File: config.mk
export PLATFORM = sky130hd
export DESIGN_NAME = grf_wb_arbiter_flat
export DESIGN_NICKNAME = d
export VERILOG_FILES = /design/src/rtl/grf_wb_arbiter_if.sv /design/src/rtl/grf_wb_arbiter.sv /design/src/flat_wrapper.sv
export SDC_FILE = /design/constraint.sdc
export NUM_CORES = 1
export LEC_CHECK = 0
export CAP_MARGIN = 20
export CORE_ASPECT_RATIO = 0.6
export CORE_UTILIZATION = 60
export DETAILED_ROUTE_END_ITERATION = 8
export DONT_BUFFER_PORTS = 1
export GPL_TIMING_DRIVEN = 1
export PLACE_DENSITY = 0.78
export SLEW_MARGIN = 20
export SYNTH_ARGS = -nofsm -noshare
export SYNTH_HDL_FRONTEND = slang
export SYNTH_SLANG_ARGS = --single-unit
File: constraint.sdc
create_clock -name clk -period 6.6 [get_ports clk]
set_clock_uncertainty 0.1 [all_clocks]
set_input_delay 1.98 -clock clk [delete_from_list [all_inputs] [get_ports clk]]
set_output_delay 1.98 -clock clk [all_outputs]
set_load 0.01 [all_outputs]
File: src/rtl/grf_wb_arbiter_if.sv
// Bundle of GRF write-back arbiter signals: W-stage request, MDU result handshake,
// GRF write port and hazard-unit exports.
interface grf_wb_arbiter_if #(
  parameter int DEPTH = 2
);
  localparam int CW = $clog2(DEPTH) + 1;

  logic          w_en;
  logic [4:0]    w_a3;
  logic [31:0]   w_wd;
  logic [31:0]   w_pc;
  logic          md_valid;
  logic          md_ready;
  logic [4:0]    md_a3;
  logic [31:0]   md_wd;
  logic [31:0]   md_pc;
  logic          stall_w;
  logic          grf_en;
  logic [4:0]    grf_a3;
  logic [31:0]   grf_wd;
  logic [31:0]   grf_pc8;
  logic [31:0]   pending;
  logic [CW-1:0] fifo_cnt;

  // MDU handshake: a result transfers on a rising edge where md_valid && md_ready;
  // md_ready depends only on registered occupancy, never on md_valid.
  modport master (
    output w_en, w_a3, w_wd, w_pc, md_valid, md_a3, md_wd, md_pc,
    input  md_ready, stall_w, grf_en, grf_a3, grf_wd, grf_pc8, pending, fifo_cnt
  );

  modport slave (
    input  w_en, w_a3, w_wd, w_pc, md_valid, md_a3, md_wd, md_pc,
    output md_ready, stall_w, grf_en, grf_a3, grf_wd, grf_pc8, pending, fifo_cnt
  );
endinterface

File: src/rtl/grf_wb_arbiter.sv
// Shares the GRF write port between the W stage (priority) and a small MDU result FIFO,
// with a starvation stall. Optional write trace under GRF_WB_TRACE_EN.
module grf_wb_arbiter #(
  parameter int DEPTH      = 2,
  parameter int STARVE_MAX = 4
) (
  input logic            clk,
  input logic            reset,
  grf_wb_arbiter_if.slave bus
);
  localparam int PW = $clog2(DEPTH);
  localparam int CW = $clog2(DEPTH) + 1;
  localparam int SW = $clog2(STARVE_MAX + 1);

  logic [4:0]       a3_q [DEPTH];
  logic [31:0]      wd_q [DEPTH];
  logic [31:0]      pc_q [DEPTH];
  logic [DEPTH-1:0] vld_q, vld_d;
  logic [PW-1:0]    rd_ptr_q, rd_ptr_d, wr_ptr_q, wr_ptr_d;
  logic [CW-1:0]    cnt_q, cnt_d;
  logic [SW-1:0]    starve_q, starve_d;
  logic             stall_q, stall_d;

  logic fifo_ne, w_req, sel_fifo, blocked, push, pop, md_ready;

  assign fifo_ne  = (cnt_q != '0);
  assign w_req    = bus.w_en && (bus.w_a3 != 5'd0);
  // A forced stall hands the port to the head even if W is requesting.
  assign sel_fifo = fifo_ne && (stall_q || !w_req);
  assign pop      = sel_fifo;
  assign blocked  = fifo_ne && !sel_fifo;
  assign md_ready = (cnt_q < CW'(DEPTH));
  assign push     = bus.md_valid && md_ready && (bus.md_a3 != 5'd0);

  assign bus.md_ready = md_ready;
  assign bus.stall_w  = stall_q;
  assign bus.fifo_cnt = cnt_q;

  always_comb begin
    bus.grf_en  = 1'b0;
    bus.grf_a3  = 5'd0;
    bus.grf_wd  = 32'd0;
    bus.grf_pc8 = 32'd0;
    if (sel_fifo) begin
      bus.grf_en  = 1'b1;
      bus.grf_a3  = a3_q[rd_ptr_q];
      bus.grf_wd  = wd_q[rd_ptr_q];
      bus.grf_pc8 = pc_q[rd_ptr_q] + 32'd8;
    end else if (w_req) begin
      bus.grf_en  = 1'b1;
      bus.grf_a3  = bus.w_a3;
      bus.grf_wd  = bus.w_wd;
      bus.grf_pc8 = bus.w_pc + 32'd8;
    end
  end

  always_comb begin
    bus.pending = 32'd0;
    for (int i = 0; i < DEPTH; i++) begin
      if (vld_q[i]) bus.pending[a3_q[i]] = 1'b1;
    end
  end

  always_comb begin
    vld_d    = vld_q;
    rd_ptr_d = rd_ptr_q;
    wr_ptr_d = wr_ptr_q;
    cnt_d    = cnt_q;
    if (pop) begin
      vld_d[rd_ptr_q] = 1'b0;
      rd_ptr_d        = rd_ptr_q + PW'(1);
    end
    if (push) begin
      vld_d[wr_ptr_q] = 1'b1;
      wr_ptr_d        = wr_ptr_q + PW'(1);
    end
    if (push && !pop)      cnt_d = cnt_q + CW'(1);
    else if (pop && !push) cnt_d = cnt_q - CW'(1);
  end

  // Count consecutive blocked cycles; the stall lands the cycle after the limit is hit.
  always_comb begin
    starve_d = '0;
    stall_d  = 1'b0;
    if (blocked) begin
      if (starve_q == SW'(STARVE_MAX - 1)) stall_d = 1'b1;
      else                                 starve_d = starve_q + SW'(1);
    end
  end

  always_ff @(posedge clk or negedge reset) begin
    if (!reset) begin
      vld_q    <= '0;
      rd_ptr_q <= '0;
      wr_ptr_q <= '0;
      cnt_q    <= '0;
      starve_q <= '0;
      stall_q  <= 1'b0;
    end else begin
      vld_q    <= vld_d;
      rd_ptr_q <= rd_ptr_d;
      wr_ptr_q <= wr_ptr_d;
      cnt_q    <= cnt_d;
      starve_q <= starve_d;
      stall_q  <= stall_d;
    end
  end

  always_ff @(posedge clk) begin
    if (push) begin
      a3_q[wr_ptr_q] <= bus.md_a3;
      wd_q[wr_ptr_q] <= bus.md_wd;
      pc_q[wr_ptr_q] <= bus.md_pc;
    end
  end

`ifdef GRF_WB_TRACE_EN
  always @(posedge clk) begin
    if (reset && bus.grf_en)
      $display("%d@%h: $%d <= %h", $time, bus.grf_pc8 - 32'd8, bus.grf_a3, bus.grf_wd);
  end
`endif
endmodule

File: src/flat_wrapper.sv
// flat-port wrapper written by rule: the top's interface ports become plain ports
module grf_wb_arbiter_flat 
#(
  parameter int DEPTH      = 2,
  parameter int STARVE_MAX = 4
)
  (clk, reset, bus_w_en, bus_w_a3, bus_w_wd, bus_w_pc, bus_md_valid, bus_md_a3, bus_md_wd, bus_md_pc, bus_md_ready, bus_stall_w, bus_grf_en, bus_grf_a3, bus_grf_wd, bus_grf_pc8, bus_pending, bus_fifo_cnt);
  grf_wb_arbiter_if #(.DEPTH(DEPTH)) bus_i ();
  input logic clk;
  input logic reset;
  input wire logic [$bits(bus_i.w_en)-1:0] bus_w_en;
  input wire logic [$bits(bus_i.w_a3)-1:0] bus_w_a3;
  input wire logic [$bits(bus_i.w_wd)-1:0] bus_w_wd;
  input wire logic [$bits(bus_i.w_pc)-1:0] bus_w_pc;
  input wire logic [$bits(bus_i.md_valid)-1:0] bus_md_valid;
  input wire logic [$bits(bus_i.md_a3)-1:0] bus_md_a3;
  input wire logic [$bits(bus_i.md_wd)-1:0] bus_md_wd;
  input wire logic [$bits(bus_i.md_pc)-1:0] bus_md_pc;
  output wire logic [$bits(bus_i.md_ready)-1:0] bus_md_ready;
  output wire logic [$bits(bus_i.stall_w)-1:0] bus_stall_w;
  output wire logic [$bits(bus_i.grf_en)-1:0] bus_grf_en;
  output wire logic [$bits(bus_i.grf_a3)-1:0] bus_grf_a3;
  output wire logic [$bits(bus_i.grf_wd)-1:0] bus_grf_wd;
  output wire logic [$bits(bus_i.grf_pc8)-1:0] bus_grf_pc8;
  output wire logic [$bits(bus_i.pending)-1:0] bus_pending;
  output wire logic [$bits(bus_i.fifo_cnt)-1:0] bus_fifo_cnt;
  assign bus_i.w_en = bus_w_en;
  assign bus_i.w_a3 = bus_w_a3;
  assign bus_i.w_wd = bus_w_wd;
  assign bus_i.w_pc = bus_w_pc;
  assign bus_i.md_valid = bus_md_valid;
  assign bus_i.md_a3 = bus_md_a3;
  assign bus_i.md_wd = bus_md_wd;
  assign bus_i.md_pc = bus_md_pc;
  assign bus_md_ready = bus_i.md_ready;
  assign bus_stall_w = bus_i.stall_w;
  assign bus_grf_en = bus_i.grf_en;
  assign bus_grf_a3 = bus_i.grf_a3;
  assign bus_grf_wd = bus_i.grf_wd;
  assign bus_grf_pc8 = bus_i.grf_pc8;
  assign bus_pending = bus_i.pending;
  assign bus_fifo_cnt = bus_i.fifo_cnt;
  grf_wb_arbiter #(.DEPTH(DEPTH), .STARVE_MAX(STARVE_MAX)) u_core (.clk(clk), .reset(reset), .bus(bus_i));
endmodule
---- Yosys cells after proc, flatten, opt, wreduce, memory -nomap -nowiden ----
Memory sizes are Yosys's and may differ from the RTL's.
Index checks and enable logic that the tools add are counted.
W data, S select, Z words.
cells by class
  add/sub/neg operators ................... 7
  bitwise gates (word level) .............. 4
  shifts and indexed selects .............. 0
  multiply operators ...................... 0
  reduce and logical (&&, ||, !) cells .... 19
  magnitude comparators ................... 9
  muxes and demuxes ....................... 28
  equal/unequal tests ..................... 1
  div/mod/pow operators ................... 0
operators with widths
  cell                     number
  $mux W32                 6
  $add A32 B4 Y32 const B  2
  $or A32 B32 Y32          1
  $lt A5 B6 Y1 const B     2
  $logic_and A1 B1 Y1      11
  $demux W1 S5             2
  $ge A5 B1 Y1 const B     2
  $mux W1                  10
  $mux W5                  2
  $reduce_bool A5 Y1       2
  $mux W2                  4
  $mux W3                  2
  $lt A1 B2 Y1 const B     2
  $reduce_bool A2 Y1       2
  $add A3 B1 Y3 const B    1
  $eq A3 B2 Y1 const B     1
  $logic_not A1 Y1         3
  $add A1 B1 Y1 const B    2
  $add A2 B1 Y2 const B    1
  $and A2 B2 Y2            1
  $demux W1 S1             2
  $ge A1 B1 Y1 const B     2
  $lt A2 B2 Y1 const B     1
  $not A2 Y2               1
  3 further kinds          3
storage, ports and cells
  bits in read-only memories .............. 0
  output and inout bits ................... 106
  bits of input ports ..................... 142
  logic and storage cells ................. 77
  memory bits (writable) .................. 138
  memories kept ........................... 3
  latch bits .............................. 0
  flip-flop bits (word level) ............. 10
memory list
  name         words  width  rd ports  clocked after memory_dff  write ports  RTL line              source
  u_core.pc_q  2      32     1         0                         1            grf_wb_arbiter.sv:17  logic [31:0] pc_q [DEPTH];
  u_core.wd_q  2      32     1         0                         1            grf_wb_arbiter.sv:16  logic [31:0] wd_q [DEPTH];
  u_core.a3_q  2      5      3         0                         1            grf_wb_arbiter.sv:15  logic [4:0] a3_q [DEPTH];

---- Logic depth before layout (Yosys ltp) ----
Gate-level depths: netlist (run 1).
  depth after elaboration ................. 9
  mapped depth ............................ 13
  mapped depth without buffers ............ 8

---- Worst setup path before layout (run 1) ----
Ideal clock, no wire load.
  path type ............................... input to register
  start point ............................. input bus_md_a3[4]
  end point ............................... memory u_core.a3_q[0][0], enable pin
  arrival ................................. 5370 ps
  library setup time ...................... 506 ps
  buffers on the path ..................... 0
  data required time ...................... 5994 ps
  cell stages on the path ................. 3
  path slack .............................. 625 ps
  path through ............................ or3_1 o311a_1 nor2b_1
between the ends
  cells in the longest elaborated chain, start to end .. 4
ends and longest elaborated chain
  element                        RTL line               source
  start: declaration             flat_wrapper.sv:16     input wire logic [$bits(bus_i.md_a3)-1:0] bus_md_a3;
  $reduce_bool A5 Y1             grf_wb_arbiter.sv:33   assign push = bus.md_valid && md_ready && (bus.md_a3 != 5'd0);
  $logic_and A1 B1 Y1            grf_wb_arbiter.sv:33
  $mux W1                        grf_wb_arbiter.sv:110  if (push) begin
  $mux W1 (not written as such)  grf_wb_arbiter.sv:111  a3_q[wr_ptr_q] <= bus.md_a3;
  end: declaration               grf_wb_arbiter.sv:15
Every way passes these cells.

---- Final worst setup path (run 1) ----
  start point ............................. input bus_w_a3[0]
  end point ............................... output bus_grf_pc8[21]
between the ends
  cells in the longest elaborated chain, start to end .. 6
  elaborated cells between the ends (all ways) .. 7
  those cells by class .................... mux: 2; reduce/logical: 5
ends and longest elaborated chain
  element                  RTL line              source
  start: declaration       flat_wrapper.sv:12    input wire logic [$bits(bus_i.w_a3)-1:0] bus_w_a3;
  $reduce_bool A5 Y1 (*)   grf_wb_arbiter.sv:27  assign w_req = bus.w_en && (bus.w_a3 != 5'd0);
  $logic_and A1 B1 Y1 (*)  grf_wb_arbiter.sv:27
  $logic_not A1 Y1         grf_wb_arbiter.sv:29  assign sel_fifo = fifo_ne && (stall_q || !w_req);
  $logic_or A1 B1 Y1       grf_wb_arbiter.sv:29
  $logic_and A1 B1 Y1      grf_wb_arbiter.sv:29
  $mux W32 (*)             grf_wb_arbiter.sv:44  if (sel_fifo) begin
  end: declaration         flat_wrapper.sv:24    output wire logic [$bits(bus_i.grf_pc8)-1:0] bus_grf_pc8;
Every way passes the cells marked *; elsewhere a longest branch is shown, timed or not.

==> run_results.csv, run 1 <==
group,metric,value,unit
layout,stdcell_count,824,
sta,relSlewSlack,31.8,%
critical_path,path_class,"input port to output pin",
critical_path,crit_path_start,"bus_w_a3[0]",
clocking,cts-root-buf,"clkbuf_16",
synthesis,synth_edf_count,138,
synthesis,synthFlopType,"edfxtp_1",
die,die_area,13500,sq um
synthesis,synth-seq-cells,148,
clocking,hold_buffers,0,
synthesis,syn_nets,805,
clocking,htreeDepth,4,
sta,finalSetupViolations,0,
clocking,cts_sinks,148,
route,routed_via_density,7.01,
route,wl_per_cell,24.1,microns
power,power_leakage,2.86,nW
route,initialDrtViolationCount,535,
clocking,cts-buffers-inserted,17,
placed_design,place_hpwl,13900,microns
placed_design,place_inst,793,
die,start_util,63.0,%
sta,final.setup.tns,0,ns
route,drt_first_pass_iters,8,
critical_path,cp.arrival,3.99,ns
global_routing,grt_usage,29.5,%
route,drtAntennaViolNets,0,
min_path,worstHoldStart,"u_core.starve_q[0]",
placed_design,port_buffers,0,
route,drc,0,
sta,fmax,165,MHz
route,wl_met3,2780,microns
critical_path,path_max_fanout,71,
global_routing,overflow,0,
clocking,cts_setup_buffers,0,
die,row_count,31,
clocking,cts_tree,"built",
synthesis,syn_avg_cell_area,11.8,sq um
power,peakVddDrop,0.256,mV
die,fp.dieH,90.3,microns
clocking,clock_latency,0.41,ns
synthesis,ys_async_sr_fraction,6.76,%
layout,fill_cells,855,
layout,syn2layout_area_growth,9.34,%
global_routing,grt_start_max_net_pins,72,
sta,min_period,6.07,ns
critical_path,crit_required,4.52,ns
route,drt-met1-wl,7840,microns
route,routed.top_layer,"met4",
layout,n_antenna_cell,0,
flow_run,maxCapViolCount,0,
clocking,path_clk_slew,0.06,ns
synthesis,yosys_warnings,0,
die,pin_count,248,
clocking,cts_resized,0,
route,wirelength,19900,microns
sta,slew_viol_final,0,
power,power.density,397,nW/um^2
placed_design,gp_congestion,0.995,
layout,layout-drive-gt1-share,9.71,%
synthesis,netlist_instances,659,
route,wl_met2,8850,microns
route,num_vias,5775,
critical_path,start_kind,"input port",
die,core,12400,sq um
critical_path,endpoint_kind,"output pin",
synthesis,syn_area,7790,sq um
synthesis,ys_types,60,
min_path,hold_class,"flip-flop to flip-flop",
sta,final_hold_viol_count,0,
run_status,status,"finished, final reports clean",
sta,finalCritPeriodShare,92.0,%
synthesis,synth_seq_area_share,56.4,%
global_routing,grt_pass1_wl,29500,microns
sta,tightest_slew,1.01,ns
global_routing,first_global_vias,5405,
layout,finish.utilization,68.9,%
die,die_x,149,microns
layout,nets,793,
sta,rsz0062_at_grt,"false",
global_routing,grt_antenna_before_repair,0,
critical_path,reg2reg_from,"u_core.bus.fifo_cnt[1]",
clocking,clockBufferDepth,2,
[synth_stat cells (3+ instances only)]
master | count | area (sq um)
nand3_1 | 35 | 175
nor2_1 | 14 | 52.6
o32ai_1 | 3 | 26.3
o31a_1 | 3 | 26.3
nand3b_1 | 20 | 150
or4_1 | 7 | 52.6
inv_1 | 3 | 11.3
nand4b_1 | 5 | 43.8
and3_1 | 4 | 25.0
edfxtp_1 | 138 | 4140
ha_1 | 4 | 50.1
nand4_1 | 16 | 100
buf_2 | 9 | 45.0
o22ai_1 | 49 | 307
a21oi_1 | 5 | 25.0
xor2_1 | 31 | 272
mux2_2 | 10 | 113
o21ai_0 | 45 | 225
nor2b_1 | 3 | 18.8
clkbuf_1 | 25 | 93.8
nor3_1 | 3 | 15.0
a22oi_1 | 6 | 45.0
mux2i_1 | 57 | 571
nand2_1 | 68 | 255
dfrtp_1 | 10 | 250
or3_1 | 4 | 25.0
o211ai_1 | 13 | 97.6
and4_1 | 6 | 52.6
nor4_1 | 3 | 18.8
xnor2_1 | 16 | 140
or3b_2 | 4 | 35.0
and2_1 | 4 | 25.0
[where the power goes]
part | internal [mW] | switching [mW]
combinational | 0.350 | 0.625
clock | 0.607 | 0.405
sequential | 1.24 | 0.161
[metrics by stage]
step,power (mW),worst slack (ns),hold WS [ns],area [sq um]
floorplan,2.16,0.625,0.315,7790
global placement,2.33,0.605,0.324,7900
detailed placement,2.38,0.536,0.335,7900
CTS,3.38,0.531,0.346,8520
global route,3.53,0.430,0.368,8520
finish,3.38,0.529,0.343,8520
[critical path, cell delays in order]
cell and delay, ns:
or4_4 0.53, o21ai_4 0.22, o21a_1 0.20, inv_4 0.25
or4_1 0.61, o211ai_1 0.18
[flip-flops by register name (all words and copies together), names as in the netlist]
signal and cells:
u_core.starve_q 3, u_core.pc_q 64, u_core.bus.fifo_cnt 2, u_core.a3_q 10
u_core.bus.stall_w 1, u_core.wr_ptr_q 1, u_core.rd_ptr_q 1, u_core.vld_q 2
u_core.wd_q 64
[cells by family (layout without fill, tap and decap cells)]
logic type / after synthesis / count (layout) / synth area share, %
buffers and inverters: 43 / 43 / 2.54
muxes: 67 / 67 / 8.77
and+or+nand+nor: 208 / 208 / 14.7
AOI/OAI and AO/OA: 142 / 142 / 11.7
xor gates and xnor gates: 47 / 47 / 5.28
DFF: 148 / 148 / 56.4
adders and majority gates: 4 / 4 / 0.642
[placed cells by master, fill, tap and decap left out, types with 5 or more instances in the layout]
cell type,count
o211ai_1,13
clkbuf_16,17
xor2_1,31
and4_1,6
a22oi_1,6
nand4_1,16
o21ai_0,45
nand2_1,68
nand3b_1,20
nand4b_1,5
or4_1,7
dfrtp_1,9
mux2_2,10
nor2_1,14
o22ai_1,49
buf_4,8
edfxtp_1,138
xnor2_1,16
mux2i_1,57
nand3_1,35
[cell type report]
class	instances	area [sq um]	share of cell area, %
sequential	148	4400	51.6
clock inverter	14	191	2.25
tap	165	206	2.42
timing repair buffer	8	60.1	0.705
multi-input combinational	468	3220	37.8
inverter	4	17.5	0.206
clock buffer	17	425	4.99
[metal layers]
layer	GRT usage (%)	vias to the layer above
met5	0	-
met4	9.27	0
met3	13.2	61
met2	44.1	423
met1	38.3	2743
li1	-	2548
[path summary, 6_finish.rpt]
check                                      to  slack, ns  depth (start not counted)
min in group asynchronous  u_core.starve_q[1]       1.15                          0
max reg2reg                 u_core.pc_q[0][1]       3.92                          4
min reg2reg                u_core.starve_q[0]       0.34                          1
max in group asynchronous     u_core.rd_ptr_q       5.16                          0
min                        u_core.starve_q[0]       0.34                          1
max                           bus_grf_pc8[21]       0.53                          6
Power figures use the tool's default switching activity.
==> run 2: changes to the inputs <==
Settings changed: GPL_ROUTABILITY_DRIVEN set to 0, PLACE_DENSITY 0.78 to 0.86.
==> run 2 against run 1 <==
Net effect: count of clock-buffer cells in the layout unchanged; flip-flop and latch count did not move; global-route usage is 0.63 points lower; non-clock buffer count is 1 higher; combinational power down 0.6%; clock power fell by 5%; hold slack improved by 0.0029 ns; first-iteration DRC count increased by 40%; wire length shrank 1.1%; sequential share of layout area barely moved; critical path depth unchanged.
==> run_results.csv, run 2 (synthesized netlist as in run 1, its figures left out) <==
group,metric,value,unit
run_status,status,"finished, final reports clean",
route,drt_first_pass_iters,5,
clocking,cts-root-buf,"clkbuf_16",
route,drc,0,
sta,relSlewSlack,36.6,%
power,peakVddDrop,0.252,mV
min_path,hold_depth,1,
flow_run,maxCapViolCount,0,
critical_path,r2r_cells,4,
layout,nets,794,
route,routed_via_density,6.96,
placed_design,place_hpwl,14200,microns
sta,finalCritPeriodShare,91.9,%
die,start_util,63.0,%
route,initialDrtViolationCount,747,
sta,finalSetupViolations,0,
critical_path,path_class,"input port to output pin",
clocking,htreeDepth,4,
global_routing,grt_antenna_before_repair,0,
critical_path,r2r_end,"u_core.wd_q[0][13]",
global_routing,first_global_vias,5380,
min_path,hold_end,"u_core.starve_q[0]",
global_routing,grt_start_max_net_pins,72,
min_path,worstHoldStart,"u_core.starve_q[0]",
clocking,cts_setup_buffers,0,
min_path,hold_class,"flip-flop to flip-flop",
route,drtAntennaViolNets,0,
layout,reg.largest.list,"u_core.pc_q (64), u_core.wd_q (64), u_core.a3_q (10)",
die,fp.dieH,90.3,microns
die,core,12400,sq um
critical_path,endpoint_kind,"output pin",
layout,n_antenna_cell,0,
layout,layout-drive-gt1-share,9.98,%
sta,fmax,165,MHz
die,row_count,31,
route,num_vias,5745,
sta,tightest_slew,0.951,ns
clocking,cts-buffers-inserted,17,
critical_path,crit_required,4.52,ns
global_routing,grt_pass1_wl,28800,microns
die,die_area,13500,sq um
layout,mostFrequentLayoutCell,"edfxtp_1",
clocking,cts_sinks,148,
placed_design,dp_slack,0.540,ns
clocking,cts_tree,"built",
critical_path,cp.arrival,3.99,ns
clocking,hold_buffers,0,
sta,slew_viol_final,0,
power,power.density,391,nW/um^2
critical_path,start_kind,"input port",
route,wl_per_cell,23.8,microns
power,power_leakage,2.85,nW
critical_path,r2r_setup_slack,4.06,ns
clocking,clock_latency,0.41,ns
clocking,path_clk_slew,0.06,ns
layout,syn2layout_area_growth,9.26,%
sta,final_hold_viol_count,0,
die,pin_count,248,
critical_path,reg2reg_from,"u_core.bus.fifo_cnt[1]",
global_routing,grt_usage,28.8,%
clocking,cts_resized,0,
clocking,clockBufferDepth,2,
global_routing,overflow,0,
sta,fin_ws,0.534,ns
layout,mostFrequentLayoutCells,"edfxtp_1 (138), nand2_1 (68), mux2i_1 (57)",
critical_path,path_max_fanout,71,
placed_design,port_buffers,0,
sta,min_period,6.07,ns
route,wirelength,19700,microns
sta,rsz0062_at_grt,"false",
die,die_x,149,microns
sta,final.setup.tns,0,ns
## run 2: cell types whose count changed in the layout (fill, tap and decap cells not counted)
cell	change
buf_4	+1
bufinv_16	-2
clkinv_2	-1
clkinv_4	-2
clkinv_8	+3
clkinvlp_4	+1
inv_6	+4
inv_8	-2
## run 2: power by group
group,internal (mW),switching (mW),total [mW]
logic,0.352,0.617,0.969
registers,1.24,0.164,1.40
clock network,0.542,0.417,0.959
## run 2: worst max-delay path by stage
stage	start	endpoint	slack [ns]	cells after the start
floorplan	bus_md_a3[4]	u_core.a3_q[0][0]	0.62	3
global placement	bus_w_a3[0]	bus_grf_pc8[22]	0.60	6
detailed placement	bus_w_a3[0]	bus_grf_pc8[29]	0.54	6
CTS	bus_w_a3[0]	bus_grf_pc8[29]	0.54	6
global route	bus_w_a3[0]	bus_grf_pc8[31]	0.43	6
finish	bus_w_a3[0]	bus_grf_pc8[29]	0.53	6
## run 2: final cells by class
cell class,count,area (sq um)
Timing Repair Buffer,9,67.6
Multi-Input combinational cell,468,3220
Inverter,4,17.5
Clock inverter,15,178
Fill cell,825,3860
Sequential cell,148,4400
Tap cell,165,206
Clock buffer,17,425
## run 2: worst max-delay path, stage by stage
cell,delay (ns)
or4_4,0.52
o21ai_4,0.22
o21a_1,0.21
inv_4,0.25
or4_1,0.61
o211ai_1,0.18
## run 2: through the flow
| stage | power [mW] | std cells | area (sq um) | util, % | hold slack (ns) |
|---|---|---|---|---|---|
| 2_1_floorplan | 2.16 | 659 | 7790 | - | 0.315 |
| 3_3_place_gp | 2.32 | 794 | 7910 | 63.9 | 0.323 |
| 3_5_place_dp | 2.37 | 794 | 7910 | 63.9 | 0.334 |
| 4_1_cts | 3.32 | 826 | 8510 | 68.8 | 0.339 |
| 5_1_grt | 3.47 | 826 | 8510 | 68.8 | 0.372 |
| 6_report | 3.33 | 826 | 8510 | 68.8 | 0.346 |
## run 2: per-layer routing
metal	vias to the layer above	global-route usage, %	part of all wire [%]
met2	422	43.9	45
met4	0	8.33	1.8
met1	2721	37.3	38
li1	2548	-	-
met3	54	12.7	15
met5	-	0	0
==> run 3: changes to the inputs <==
Settings changed: GPL_TIMING_DRIVEN 1 to 0.
==> run 3 against run 2 <==
Net effect: wire length is 9.5% higher; combinational power is 20% higher; utilization is 1.4 points higher; critical endpoint is now bus_grf_pc8[27]; largest cell class unchanged.
==> run_results.csv, run 3 (synthesized netlist as in run 1, its figures left out) <==
group,metric,value,unit
global_routing,first_global_vias,5729,
layout,mostFrequentLayoutCells,"edfxtp_1 (138), nand2_1 (68), mux2i_1 (57)",
placed_design,port_buffers,0,
global_routing,grt_usage,32.0,%
global_routing,grt_antenna_before_repair,0,
clocking,hold_buffers,0,
layout,reg.largest.list,"u_core.pc_q (64), u_core.wd_q (64), u_core.a3_q (10)",
sta,relSlewSlack,21.9,%
critical_path,worstPathCellList,"buf_2, buf_4, clkbuf_4, clkbuf_4, mux2_2, ha_1, nand4_1, a22oi_1, nand4b_1, clkbuf_2, or4_1, o211ai_1",
layout,layout-drive-gt1-share,10.2,%
layout,syn2layout_area_growth,11.6,%
route,drt_first_pass_iters,5,
layout,finish.instance_area,8690,sq um
critical_path,path_max_fanout,19,
die,core,12400,sq um
critical_path,cp_common_cell,"clkbuf_4",
critical_path,critPathSlowestCell,"or4_1",
layout,n_antenna_cell,0,
sta,final_hold_viol_count,0,
global_routing,overflow,0,
die,pin_count,248,
route,routed_via_density,7.01,
die,die_area,13500,sq um
route,wl_per_cell,25.1,microns
clocking,clock_latency,0.42,ns
clocking,clockBufferDepth,2,
clocking,cts_tree,"built",
sta,slew_viol_final,0,
clocking,htreeDepth,4,
critical_path,endpoint_kind,"output pin",
sta,timing.hold.ws,0.368,ns
die,start_util,63.0,%
layout,nets,826,
power,peakVddDrop,0.190,mV
global_routing,grt_pass1_wl,31800,microns
route,initialDrtViolationCount,747,
sta,finalCritPeriodShare,94.1,%
layout,mostFrequentLayoutCell,"edfxtp_1",
sta,rsz0062_at_grt,"false",
min_path,hold_class,"flip-flop to flip-flop",
die,row_count,31,
critical_path,cp_slowest_stage_delay,0.54,ns
route,num_vias,6012,
sta,tightest_slew,1.16,ns
die,die_x,149,microns
power,power_leakage,2.93,nW
clocking,path_clk_slew,0.07,ns
critical_path,crit_required,4.52,ns
power,power.density,398,nW/um^2
critical_path,cp.arrival,4.13,ns
route,drtAntennaViolNets,0,
sta,fmax,161,MHz
route,wirelength,21500,microns
clocking,cts-buffers-inserted,17,
run_status,status,"finished, final reports clean",
flow_run,maxCapViolCount,0,
placed_design,place_area,8080,sq um
sta,min_period,6.21,ns
layout,fill_cells,814,
global_routing,grt_start_max_net_pins,58,
critical_path,start_kind,"flip-flop",
sta,finalSetupViolations,0,
die,fp.dieH,90.3,microns
clocking,cts_sinks,148,
critical_path,path_class,"flip-flop to output pin",
clocking,cts-root-buf,"clkbuf_16",
route,drc,0,
placed_design,place_hpwl,15900,microns
## run 3: path summary, 6_finish.rpt
path / start / end / slack [ns] / cells after the start
setup / recovery: u_core.rd_ptr_q / bus_grf_pc8[27] / 0.39 / 12
hold reg to reg: u_core.starve_q[0] / u_core.starve_q[0] / 0.37 / 1
setup reg to reg: u_core.bus.fifo_cnt[0] / u_core.bus.fifo_cnt[1] / 3.76 / 10
hold / removal: u_core.starve_q[0] / u_core.starve_q[0] / 0.37 / 1
min in group asynchronous: reset / u_core.bus.fifo_cnt[0] / 1.14 / 0
max in group asynchronous: reset / u_core.vld_q[1] / 5.18 / 0
## run 3: area by class of cell
class                           instances  area, sq um  area share [%]
Sequential cell                       148         4390            50.5
Clock inverter                         15          183            2.10
Multi-Input combinational cell        468         3210            36.9
Timing Repair Buffer                    3         75.1           0.864
Buffer                                 38          181            2.09
Clock buffer                           17          425            4.89
Inverter                                4         17.5           0.201
Tap cell                              165          206            2.37
## run 3: per-layer routing
layer  wire [microns]  share of wire, %  vias up  GRT usage, %
met5                0                 0        -             0
met4              677               3.1        0          10.4
met3             3400                16       84          15.4
met2             9350                43      469          47.6
met1             8110                38     2849          40.9
li1                 -                 -     2610             -
## run 3: what timing repair did
action,CTS,global route
buffers inserted,0,0
resized for setup,0,4
endpoints found under the setup margin,0,4
## run 3: critical path: cells and delay by family, from the launching register on
family	cells	cell delay, ns
buffers and inverters	5	1.42
AND/OR/NAND/NOR	3	0.89
flip-flops	1	0.47
AO/OA/AOI/OAI	2	0.46
multiplexers	1	0.23
adder cells (fa/ha/maj)	1	0.21
## run 3: power by group
part	total [mW]	switching (mW)	internal (mW)	leakage, nW
clock	0.970	0.454	0.516	0.294
combinational	1.16	0.759	0.403	1.24
sequential	1.32	0.0935	1.23	1.39
total	3.46	1.31	2.15	2.93
## run 3: metrics by stage
stage	cells	setup slack (ns)	setup TNS, ns	power, mW	util [%]
floorplan	659	0.625	0	2.16	-
global placement	824	-0.987	-68.60	2.42	64.6
detailed placement	827	0.553	0	2.47	65.3
CTS	859	0.0765	0	3.44	70.2
global route	858	0.166	0	3.59	70.3
finish	858	0.392	0	3.46	70.3
